[config.mk]
export PLATFORM = sky130hd
export DESIGN_NAME = regfile_writeback
export DESIGN_NICKNAME = d
export VERILOG_FILES = /design/src/rtl/regfile_writeback.sv
export SDC_FILE = /design/constraint.sdc
export NUM_CORES = 1
export LEC_CHECK = 0
export CAP_MARGIN = 30
export CORE_MARGIN = 4
export CORE_UTILIZATION = 44
export DETAILED_ROUTE_END_ITERATION = 6
export HOLD_SLACK_MARGIN = 0.03
export PLACE_DENSITY = 0.95
export SLEW_MARGIN = 25
export SYNTH_ARGS = -nofsm -noshare
export SYNTH_HDL_FRONTEND = slang
export SYNTH_SLANG_ARGS = --single-unit
[constraint.sdc]
create_clock -name clk -period 3 [get_ports clk]
set_input_delay 0.3 -clock clk [delete_from_list [all_inputs] [get_ports clk]]
set_output_delay 0.3 -clock clk [all_outputs]
set_load 0.03 [all_outputs]
[src/rtl/regfile_writeback.sv]
// regfile_writeback: arbitrates ALU and LSU results into one registered register-file write per
// cycle and keeps a RAW pending scoreboard for decode. Optional macro WB_BYPASS_EN adds a write-stage bypass.
module regfile_writeback #(
  parameter int DATA_WIDTH  = 32,
  parameter int REG_NUM     = 32,
  parameter int REG_NUM_BIT = 5
) (
  input  logic                   clk,
  input  logic                   rst,
  input  logic                   alu_valid,
  output logic                   alu_ready,
  input  logic [REG_NUM_BIT-1:0] alu_rd,
  input  logic [DATA_WIDTH-1:0]  alu_data,
  input  logic                   lsu_valid,
  output logic                   lsu_ready,
  input  logic [REG_NUM_BIT-1:0] lsu_rd,
  input  logic [DATA_WIDTH-1:0]  lsu_data,
  input  logic                   iss_valid,
  input  logic [REG_NUM_BIT-1:0] iss_rd,
  input  logic [REG_NUM_BIT-1:0] raddr_a,
  input  logic [REG_NUM_BIT-1:0] raddr_b,
  output logic                   busy_a,
  output logic                   busy_b,
  output logic                   fwd_a_valid,
  output logic                   fwd_b_valid,
  output logic [DATA_WIDTH-1:0]  fwd_a_data,
  output logic [DATA_WIDTH-1:0]  fwd_b_data,
  output logic                   rf_wen,
  output logic [REG_NUM_BIT-1:0] rf_waddr,
  output logic [DATA_WIDTH-1:0]  rf_wdata
);

  logic                   r_wen;
  logic [REG_NUM_BIT-1:0] r_waddr;
  logic [DATA_WIDTH-1:0]  r_wdata;
  logic                   r_rr_lsu;  // 1: LSU wins the next contended cycle
  logic [REG_NUM-1:0]     r_pending;
  logic [REG_NUM-1:0]     w_pending_nxt;
  logic                   w_alu_grant;
  logic                   w_lsu_grant;
  logic                   w_accept;
  logic [REG_NUM_BIT-1:0] w_sel_rd;
  logic [DATA_WIDTH-1:0]  w_sel_data;
  logic                   w_hit_a;
  logic                   w_hit_b;

  // Register 0 is never tracked; addresses beyond REG_NUM have no scoreboard bit.
  function automatic logic tracked(input logic [REG_NUM_BIT-1:0] addr);
    return (addr != '0) && (int'(addr) < REG_NUM);
  endfunction

  always_comb begin
    // NOTE: every output of this block gets a default first so no path leaves it unassigned (no latch).
    w_alu_grant = 1'b0;
    w_lsu_grant = 1'b0;
    if (!rst) begin
      if (alu_valid && lsu_valid) begin
        w_lsu_grant = r_rr_lsu;
        w_alu_grant = !r_rr_lsu;
      end else begin
        w_lsu_grant = lsu_valid;
        w_alu_grant = alu_valid;
      end
    end
  end

  assign alu_ready  = w_alu_grant;
  assign lsu_ready  = w_lsu_grant;
  assign w_accept   = w_alu_grant | w_lsu_grant;
  assign w_sel_rd   = w_lsu_grant ? lsu_rd : alu_rd;
  assign w_sel_data = w_lsu_grant ? lsu_data : alu_data;

  // Clear before set so a new producer issued alongside the retiring write keeps the bit.
  always_comb begin
    w_pending_nxt = r_pending;
    if (r_wen && tracked(r_waddr)) w_pending_nxt[r_waddr] = 1'b0;
    if (iss_valid && tracked(iss_rd)) w_pending_nxt[iss_rd] = 1'b1;
  end

  always_ff @(posedge clk) begin
    // NOTE: non-blocking assignments for all state so every register samples pre-edge values.
    if (rst) begin
      r_wen     <= 1'b0;
      r_waddr   <= '0;
      r_wdata   <= '0;
      r_rr_lsu  <= 1'b1;
      r_pending <= '0;
    end else begin
      r_wen <= w_accept && (w_sel_rd != '0);
      if (w_accept) begin
        r_waddr <= w_sel_rd;
        r_wdata <= w_sel_data;
      end
      if (alu_valid && lsu_valid) r_rr_lsu <= w_alu_grant;
      r_pending <= w_pending_nxt;
    end
  end

  assign rf_wen   = r_wen;
  assign rf_waddr = r_waddr;
  assign rf_wdata = r_wdata;

`ifdef WB_BYPASS_EN
  assign w_hit_a    = r_wen && (r_waddr == raddr_a) && (raddr_a != '0);
  assign w_hit_b    = r_wen && (r_waddr == raddr_b) && (raddr_b != '0);
  assign fwd_a_data = r_wdata;
  assign fwd_b_data = r_wdata;
`else
  assign w_hit_a    = 1'b0;
  assign w_hit_b    = 1'b0;
  assign fwd_a_data = '0;
  assign fwd_b_data = '0;
`endif

  assign fwd_a_valid = w_hit_a;
  assign fwd_b_valid = w_hit_b;
  assign busy_a      = tracked(raddr_a) && r_pending[raddr_a] && !w_hit_a;
  assign busy_b      = tracked(raddr_b) && r_pending[raddr_b] && !w_hit_b;

endmodule

Word level (Yosys, flattened, before mapping). Index checks and enable logic that the tools add are counted.

Register bits: 71. Input bits: 94. Output and inout port bits: 108. Logic and storage cells: 45.

$lt $le $gt $ge: 6. Mux-type cells: 16. Bitwise logic cells: 4. Reductions and logical operators: 14.

Operators with widths (count): two-way mux 32 bit (3); bitwise AND 32 bit (1); inverter 32 bit (1); bitwise OR 32 bit (1); nonzero test 5 bit (5); less-than comparator 5 x 6 -> 1 bit, second input constant (4); binary-select mux 1 bit (select 5 bit) (2); demux 1 bit (select 5 bit) (2); >= comparator 5 x 1 -> 1 bit, second input constant (2); logical AND 1 bit (8); two-way mux 1 bit (8); two-way mux 5 bit (1); logical NOT 1 bit (1); bitwise OR 1 bit (1).

Depth between registers and ports, before layout. Gate-level depths: netlist (run 1).

Depth in word-level cells: 9. Gate-level depth with buffers: 7. Depth with buffers taken out: 4.

Worst setup path after synthesis (run 1). OpenSTA, ideal clock, no wires.

Kind: input -> output. Start: input raddr_b[0]. End: output busy_b. Arrival: 1680 ps. Required time: 2700 ps. Path slack: 1020 ps. Cell stages on the path: 5. Buffers on the path: 1. Cell sequence: clkbuf_1 -> mux4_2 -> nand2b_1 -> o2111ai_1 -> nand4_1.

Longest elaborated chain between the ends: 3. Elaborated cells between the ends (all ways): 4. Classes of those cells: 2 x mux; 2 x reduce/logical.

Ends and longest elaborated chain: start: declaration (RTL line 21) `input logic [REG_NUM_BIT-1:0] raddr_b,`; binary-select mux 1 bit (select 5 bit) (RTL line 118) `assign busy_b = tracked(raddr_b) && r_pending[raddr_b] && !w_hit_b;`; two-way mux 1 bit (not written as such) (RTL line 118); logical AND 1 bit (*) (RTL line 118); end: declaration (RTL line 23) `output logic busy_b,`.

Every way passes the cells marked *; elsewhere a longest branch is shown, timed or not. The select of a mux whose other input is x is not followed.

Worst setup path in the final report (run 1).
Start: input raddr_a[2]. End: output busy_a.

Longest elaborated chain between the ends: 3. Elaborated cells between the ends (all ways): 4. Classes of those cells: 2 x mux; 2 x reduce/logical.

Ends and longest elaborated chain: start: declaration (RTL line 20) `input logic [REG_NUM_BIT-1:0] raddr_a,`; binary-select mux 1 bit (select 5 bit) (RTL line 117) `assign busy_a = tracked(raddr_a) && r_pending[raddr_a] && !w_hit_a;`; two-way mux 1 bit (not written as such) (RTL line 117); logical AND 1 bit (*) (RTL line 117); end: declaration (RTL line 22) `output logic busy_a,`.

Marked as above.

==> results_dict.tcl, run 1 <==
set metrics [dict create \
    cpMostUsedCell "clkdlybuf4s50_1" \
    clock_tree.htree_level_count 3 \
    syn_avg_cell_area_um2 8.64 \
    hold_viol_final 0 \
    rrSetupSlack_ns 1.27 \
    grt_pass1_wl_um 19000 \
    antenna_left 0 \
    synth_top_area_share_pct 34.2 \
    fin_util_pct 62.0 \
    slowest_stage "clkdlybuf4s50_1" \
    min_to "rf_wdata[19]" \
    drc_errors 0 \
    yosys.area.top_type "dfxtp_1" \
    synth_cell_types 41 \
    drv_slew 0 \
    grt-ovfl-total 0 \
    setup_violations 0 \
    worst-setup-path-type "in2out" \
    postCtsHoldBufs 0 \
    pwr-share-clk_pct 38.4 \
    fin_crit_sh_pct 94.4 \
    ys_warn_count 0 \
    p_int_mw 1.93 \
    syn_area_um2 4100 \
    r2r-start "r_rr_lsu" \
    fp.coreArea_um2 8890 \
    setup_tns_ns 0 \
    max-vdd-ir-drop_mv 0.315 \
    switchingPower_mw 0.791 \
    antenna_found_initial 0 \
    grt_use_total_pct 21.5 \
    whs_ns 0.439 \
    ys_top_cells_by_area "dfxtp_1 (34%), buf_4 (13%), mux2i_1 (12%)" \
    relSlewSlack_pct 52.1 \
    maxCapViolCount 0 \
    die_w_um 105 \
    finalCriticalPeriod_ns 2.83 \
    met1_usage_pct 23.7 \
    root_buffer "clkbuf_8" \
    synth-edff-count 0 \
    drt_iter0_markers 170 \
    skew_ns 0.0136 \
    path_cells "clkdlybuf4s50_1, buf_4, mux2_2, o311ai_0, nand4_1, clkdlybuf4s50_1" \
    ios 202 \
    worstMarginPinSlew_ns 0.718 \
    startpoint_type "primary input" \
    holdPathStages 2 \
    totalWireLength_um 12100 \
    dieArea_um2 10900 \
    portBuffers 135 \
    synth_seq_cells 70 \
    grt_setup_unrepaired "false" \
    cpLargestDelayFamily "buffers and inverters" \
    finalPower_mw 2.72 \
    rows 34 \
    regToRegEndpoint "rf_wdata[26]" \
    antenna_cells 0 \
    cts_buffers 9 \
    cpPeakStageDelay_ns 0.61 \
    worstPathRequired_ns 2.70 \
    synth_ff_type "dfxtp_1" \
    dpl.hpwl_um 9350 \
    use_met3_pct 7.82 \
    gr-usage-met2_pct 36.9 \
    clk_pin_slew_worst_paths_ns 0.08 \
    cts_tree "done" \
    dr.pass1.iters 4 \
    critPathBufInv 3 \
    cts.repair.resized 0 \
    synthArstFlopShare_pct 0 \
    start_util_pct 46.1 \
    critPathMaxFanout 10 \
    grt_pass1_vias 3863 \
    fin_area_um2 5510 \
    arrival_ns 2.53 \
    vias_per_cell 5.37 \
    endpoint_kind "output pin" \
    synthCells 474 \
    clk_path_buf_depth 2 \
    vias 3805 \
    die_h_um 105 \
    wl_per_cell_um 17.1 \
    grt_max_degree 76 \
    leakage_nw 2.05 \
    busiest_layer "met2" \
    gp_congestion 0.858 \
    power.density_nw_per_um2 494 \
    power_frac_comb_pct 24.2 \
    place_area_um2 5230 \
    status "completed" \
    fmax_mhz 353 \
    clock_latency_ns 0.35 \
    power.share.sequential_pct 37.4 \
    yosysSeqAreaShare_pct 34.2 \
    yosysMostFrequentCell "dfxtp_1" \
    synth_common_cells "dfxtp_1 (70), buf_4 (69), mux2i_1 (51), nor2_1 (47), nand2_1 (36)" \
    final_layout_size_suffix_gt1_share_pct 6.99 \
    cts_sinks 70 \
    swShare_pct 29.1 \
    nets 690 \
    cts_setup_buffers 0 \
    hp-start "rst" \
    hp-class "in2reg" \
    rr_worst_depth 4 \
    syn_to_final_growth_pct 34.4 \
]
## logic make-up (layout without fill, tap and decap cells)
logic type      after synthesis  in the layout  synth area share, %
flops                        70             70                 34.2
simple gates                115            115                 12.8
compound gates              124            124                 19.5
mux                          62             62                 17.1
other cells                   1             66               0.0915
buf+inv                     102            164                 16.3
## metal layers
layer  routed length (um)  vias to the layer above
met5                    0                        -
met4                  369                        0
met3                 1290                       29
met2                 5880                      208
met1                 4610                     1767
li1                     -                     1801
## registers in the layout (all words and copies together) (netlist names)
signal and cells:
rf_wdata 32, r_pending 31, rf_waddr 5, r_rr_lsu 1
rf_wen 1
## area by class of cell
cell class,instances,area [um^2]
fill,704,3380
multi-input combinational,367,2270
sequential,70,1400
timing repair buffer,142,1400
clock buffer,11,151
tap,108,135
clock inverter,5,129
inverter,6,22.5
## worst register-to-register path, delay by kind of cell, from the launching register on
family / cells / cell delay, ns
flip-flops: 1 / 0.36
multiplexers: 1 / 0.21
AO/OA/AOI/OAI: 2 / 0.52
buffers and inverters: 1 / 0.57
## worst max-delay path by stage
stage / startpoint / to / slack, ns / cells after the start
after floorplan: raddr_b[0] / busy_b / 1.02 / 5
after global placement: raddr_a[2] / busy_a / 0.16 / 6
after detailed placement: raddr_a[2] / busy_a / 0.13 / 6
after CTS: raddr_a[2] / busy_a / 0.12 / 6
after global routing: raddr_a[2] / busy_a / 0.03 / 6
final: raddr_a[2] / busy_a / 0.17 / 6
## power by group through the flow
stage	Sequential [mW]	Combinational (mW)	Clock (mW)
after floorplan	1.11	0.375	0
after global placement	1.04	0.637	0
after detailed placement	1.04	0.653	0
after CTS	1.02	0.656	1.05
after global routing	1.02	0.698	1.10
final	1.02	0.659	1.05
## cell usage in the layout, fill, tap and decap left out, types with 4 or more instances in the layout
master and count:
buf_4 7, nand3b_1 5, a211oi_2 4, conb_1 66, nand2b_1 5, o311ai_0 4, dfxtp_1 70, clkdlybuf4s50_1 134
bufinv_16 4, a21oi_1 34, mux2i_1 51, inv_1 6, nor2_1 47, clkbuf_8 11, nor2b_1 6, o21ai_0 33
mux4_2 6, mux2_2 5, a211oi_1 34, nand2_1 36, a22oi_1 4
## metrics by stage
| stage | cells | setup slack (ns) |
|---|---|---|
| after global placement | 693 | 0.165 |
| final | 709 | 0.169 |
| after global routing | 709 | 0.0293 |
| after detailed placement | 693 | 0.130 |
| after CTS | 709 | 0.123 |
| after floorplan | 539 | 1.02 |
No activity file was read; power rests on OpenSTA's default activity.
==> inputs of run 2 (changes only) <==
--- a/config.mk
+++ b/config.mk
@@ -7,10 +7,11 @@
 export LEC_CHECK = 0
 export CAP_MARGIN = 30
 export CORE_MARGIN = 4
-export CORE_UTILIZATION = 44
+export CORE_UTILIZATION = 41
+export CTS_BUF_LIST = sky130_fd_sc_hd__clkbuf_16
 export DETAILED_ROUTE_END_ITERATION = 6
 export HOLD_SLACK_MARGIN = 0.03
-export PLACE_DENSITY = 0.95
+export PLACE_DENSITY = 0.91
 export SLEW_MARGIN = 25
 export SYNTH_ARGS = -nofsm -noshare
 export SYNTH_HDL_FRONTEND = slang
==> constraint.sdc (replaced) <==
create_clock -name clk -period 2.99 [get_ports clk]
set_input_delay 0.299 -clock clk [delete_from_list [all_inputs] [get_ports clk]]
set_output_delay 0.299 -clock clk [all_outputs]
set_load 0.03 [all_outputs]
==> results_dict.tcl, run 2 (synthesis results as in run 1) <==
set metrics [dict create \
    startpoint_type "primary input" \
    final_layout_size_suffix_gt1_share_pct 6.49 \
    cts_sinks 70 \
    path_cells "clkdlybuf4s50_1, mux4_2, nand2b_1, o2111ai_1, nand4_1, clkdlybuf4s50_1" \
    gp_congestion 0.865 \
    fp.coreArea_um2 9770 \
    p_int_mw 1.89 \
    rows 36 \
    arrival_ns 2.39 \
    root_buffer "clkbuf_16" \
    cts_buffers 9 \
    totalWireLength_um 11800 \
    cpPeakStageDelay_ns 0.62 \
    fin_crit_sh_pct 90.0 \
    pwr-share-clk_pct 37.6 \
    final_common_cell "clkdlybuf4s50_1" \
    slowest_stage "clkdlybuf4s50_1" \
    finalPower_mw 2.69 \
    ios 202 \
    syn_to_final_growth_pct 35.4 \
    regToRegEndpoint "rf_wdata[13]" \
    setup_violations 0 \
    grt_pass1_wl_um 18700 \
    dieArea_um2 11700 \
    fmax_mhz 372 \
    drv_slew 0 \
    vias_per_cell 5.21 \
    crit_path_start "raddr_b[0]" \
    power_frac_comb_pct 24.4 \
    crit_end "busy_b" \
    skew_ns 0.00323 \
    start_util_pct 41.9 \
    fin_util_pct 56.7 \
    relSlewSlack_pct 52.8 \
    grt_use_total_pct 20.2 \
    largest_reg_flops 32 \
    fin_area_um2 5550 \
    place_ws_ns 0.0912 \
    max-vdd-ir-drop_mv 0.394 \
    hold_viol_final 0 \
    vias 3825 \
    antenna_found_initial 0 \
    cts_tree "done" \
    endpoint_kind "output pin" \
    switchingPower_mw 0.807 \
    finalCriticalPeriod_ns 2.69 \
    r2r-start "r_rr_lsu" \
    nets 690 \
    grt_max_degree 76 \
    clock_tree.htree_level_count 3 \
    antenna_left 0 \
    holdPathStages 2 \
    cpMostUsedCell "clkdlybuf4s50_1" \
    final_cell_mix "clkdlybuf4s50_1 (132), dfxtp_1 (70), conb_1 (66), mux2i_1 (51), nor2_1 (47)" \
    grt-ovfl-total 0 \
    power.share.sequential_pct 38.1 \
    antenna_cells 0 \
    whs_ns 0.507 \
    hp-class "reg2reg" \
    die_h_um 108 \
    postCtsHoldBufs 0 \
    grt_pass1_vias 3806 \
    power.density_nw_per_um2 485 \
    final_cells 734 \
    drt_iter0_markers 175 \
    place_area_um2 5260 \
    worstPathRequired_ns 2.69 \
    dpl.hpwl_um 9100 \
    setup_tns_ns 0 \
    critPathMaxFanout 3 \
    portBuffers 135 \
    worst-setup-path-type "in2out" \
    leakage_nw 2.08 \
    clock_latency_ns 0.33 \
    die_w_um 108 \
    dr.pass1.iters 5 \
    drc_errors 0 \
    clk_path_buf_depth 2 \
    rr_worst_depth 4 \
    grt_setup_unrepaired "false" \
    wl_per_cell_um 16.1 \
    setup_ws_ns 0.298 \
    swShare_pct 30.0 \
    clk_pin_slew_worst_paths_ns 0.05 \
    status "completed" \
    rrSetupSlack_ns 1.28 \
    place_inst 718 \
    worstMarginPinSlew_ns 0.708 \
    maxCapViolCount 0 \
]
==> run 2: power groups by stage <==
stage	sequential, mW	combinational, mW	clock, mW
final	1.02	0.656	1.01
after global routing	1.03	0.700	1.06
after CTS	1.02	0.655	1.03
after detailed placement	1.04	0.652	0
after global placement	1.04	0.640	0
after floorplan	1.11	0.376	0
==> run 2: routing by layer <==
layer / wire length, um / global-route usage (%) / vias up
li1: - / - / 1805
met2: 5740 / 33.8 / 229
met5: 0 / 0 / -
met1: 4470 / 24.5 / 1769
met3: 1380 / 6.27 / 22
met4: 228 / 6.94 / 0
==> run 2: timing repair <==
action,CTS,global route
setup endpoints to repair,0,2
resized for setup,0,2
setup buffers,0,0
==> run 2: final cells by class <==
cell class | count | area (um^2)
fillers | 869 | 4230
repair buffers | 142 | 1400
clock inverters | 7 | 56.3
well taps | 133 | 166
inverters | 6 | 22.5
flip-flops and latches | 70 | 1400
clock buffers | 9 | 225
multi-input cells | 367 | 2270
==> run 2: worst min path at each step <==
stage	start	endpoint	slack [ns]
6_report	r_pending[17]	r_pending[17]	0.51
4_1_cts	r_pending[1]	r_pending[1]	0.50
3_3_place_gp	r_pending[5]	r_pending[5]	0.48
3_5_place_dp	r_pending[1]	r_pending[1]	0.49
5_1_grt	r_pending[9]	r_pending[9]	0.53
2_1_floorplan	alu_rd[3]	rf_wen	0.44
==> run 2: worst max-delay path, delay by kind of cell <==
kind | cells | cell delay, ns
AOI/OAI and AO/OA | 1 | 0.11
and+or+nand+nor | 2 | 0.28
muxes | 1 | 0.52
buffers and inverters | 2 | 1.18
==> inputs of run 3 (changes only) <==
--- a/config.mk
+++ b/config.mk
@@ -5,7 +5,7 @@
 export SDC_FILE = /design/constraint.sdc
 export NUM_CORES = 1
 export LEC_CHECK = 0
-export CAP_MARGIN = 30
+export CAP_MARGIN = 10
 export CORE_MARGIN = 4
 export CORE_UTILIZATION = 41
 export CTS_BUF_LIST = sky130_fd_sc_hd__clkbuf_16
==> results of run 3 <==
Same layout as run 2: the final DEF is identical, and so are final timing and power.
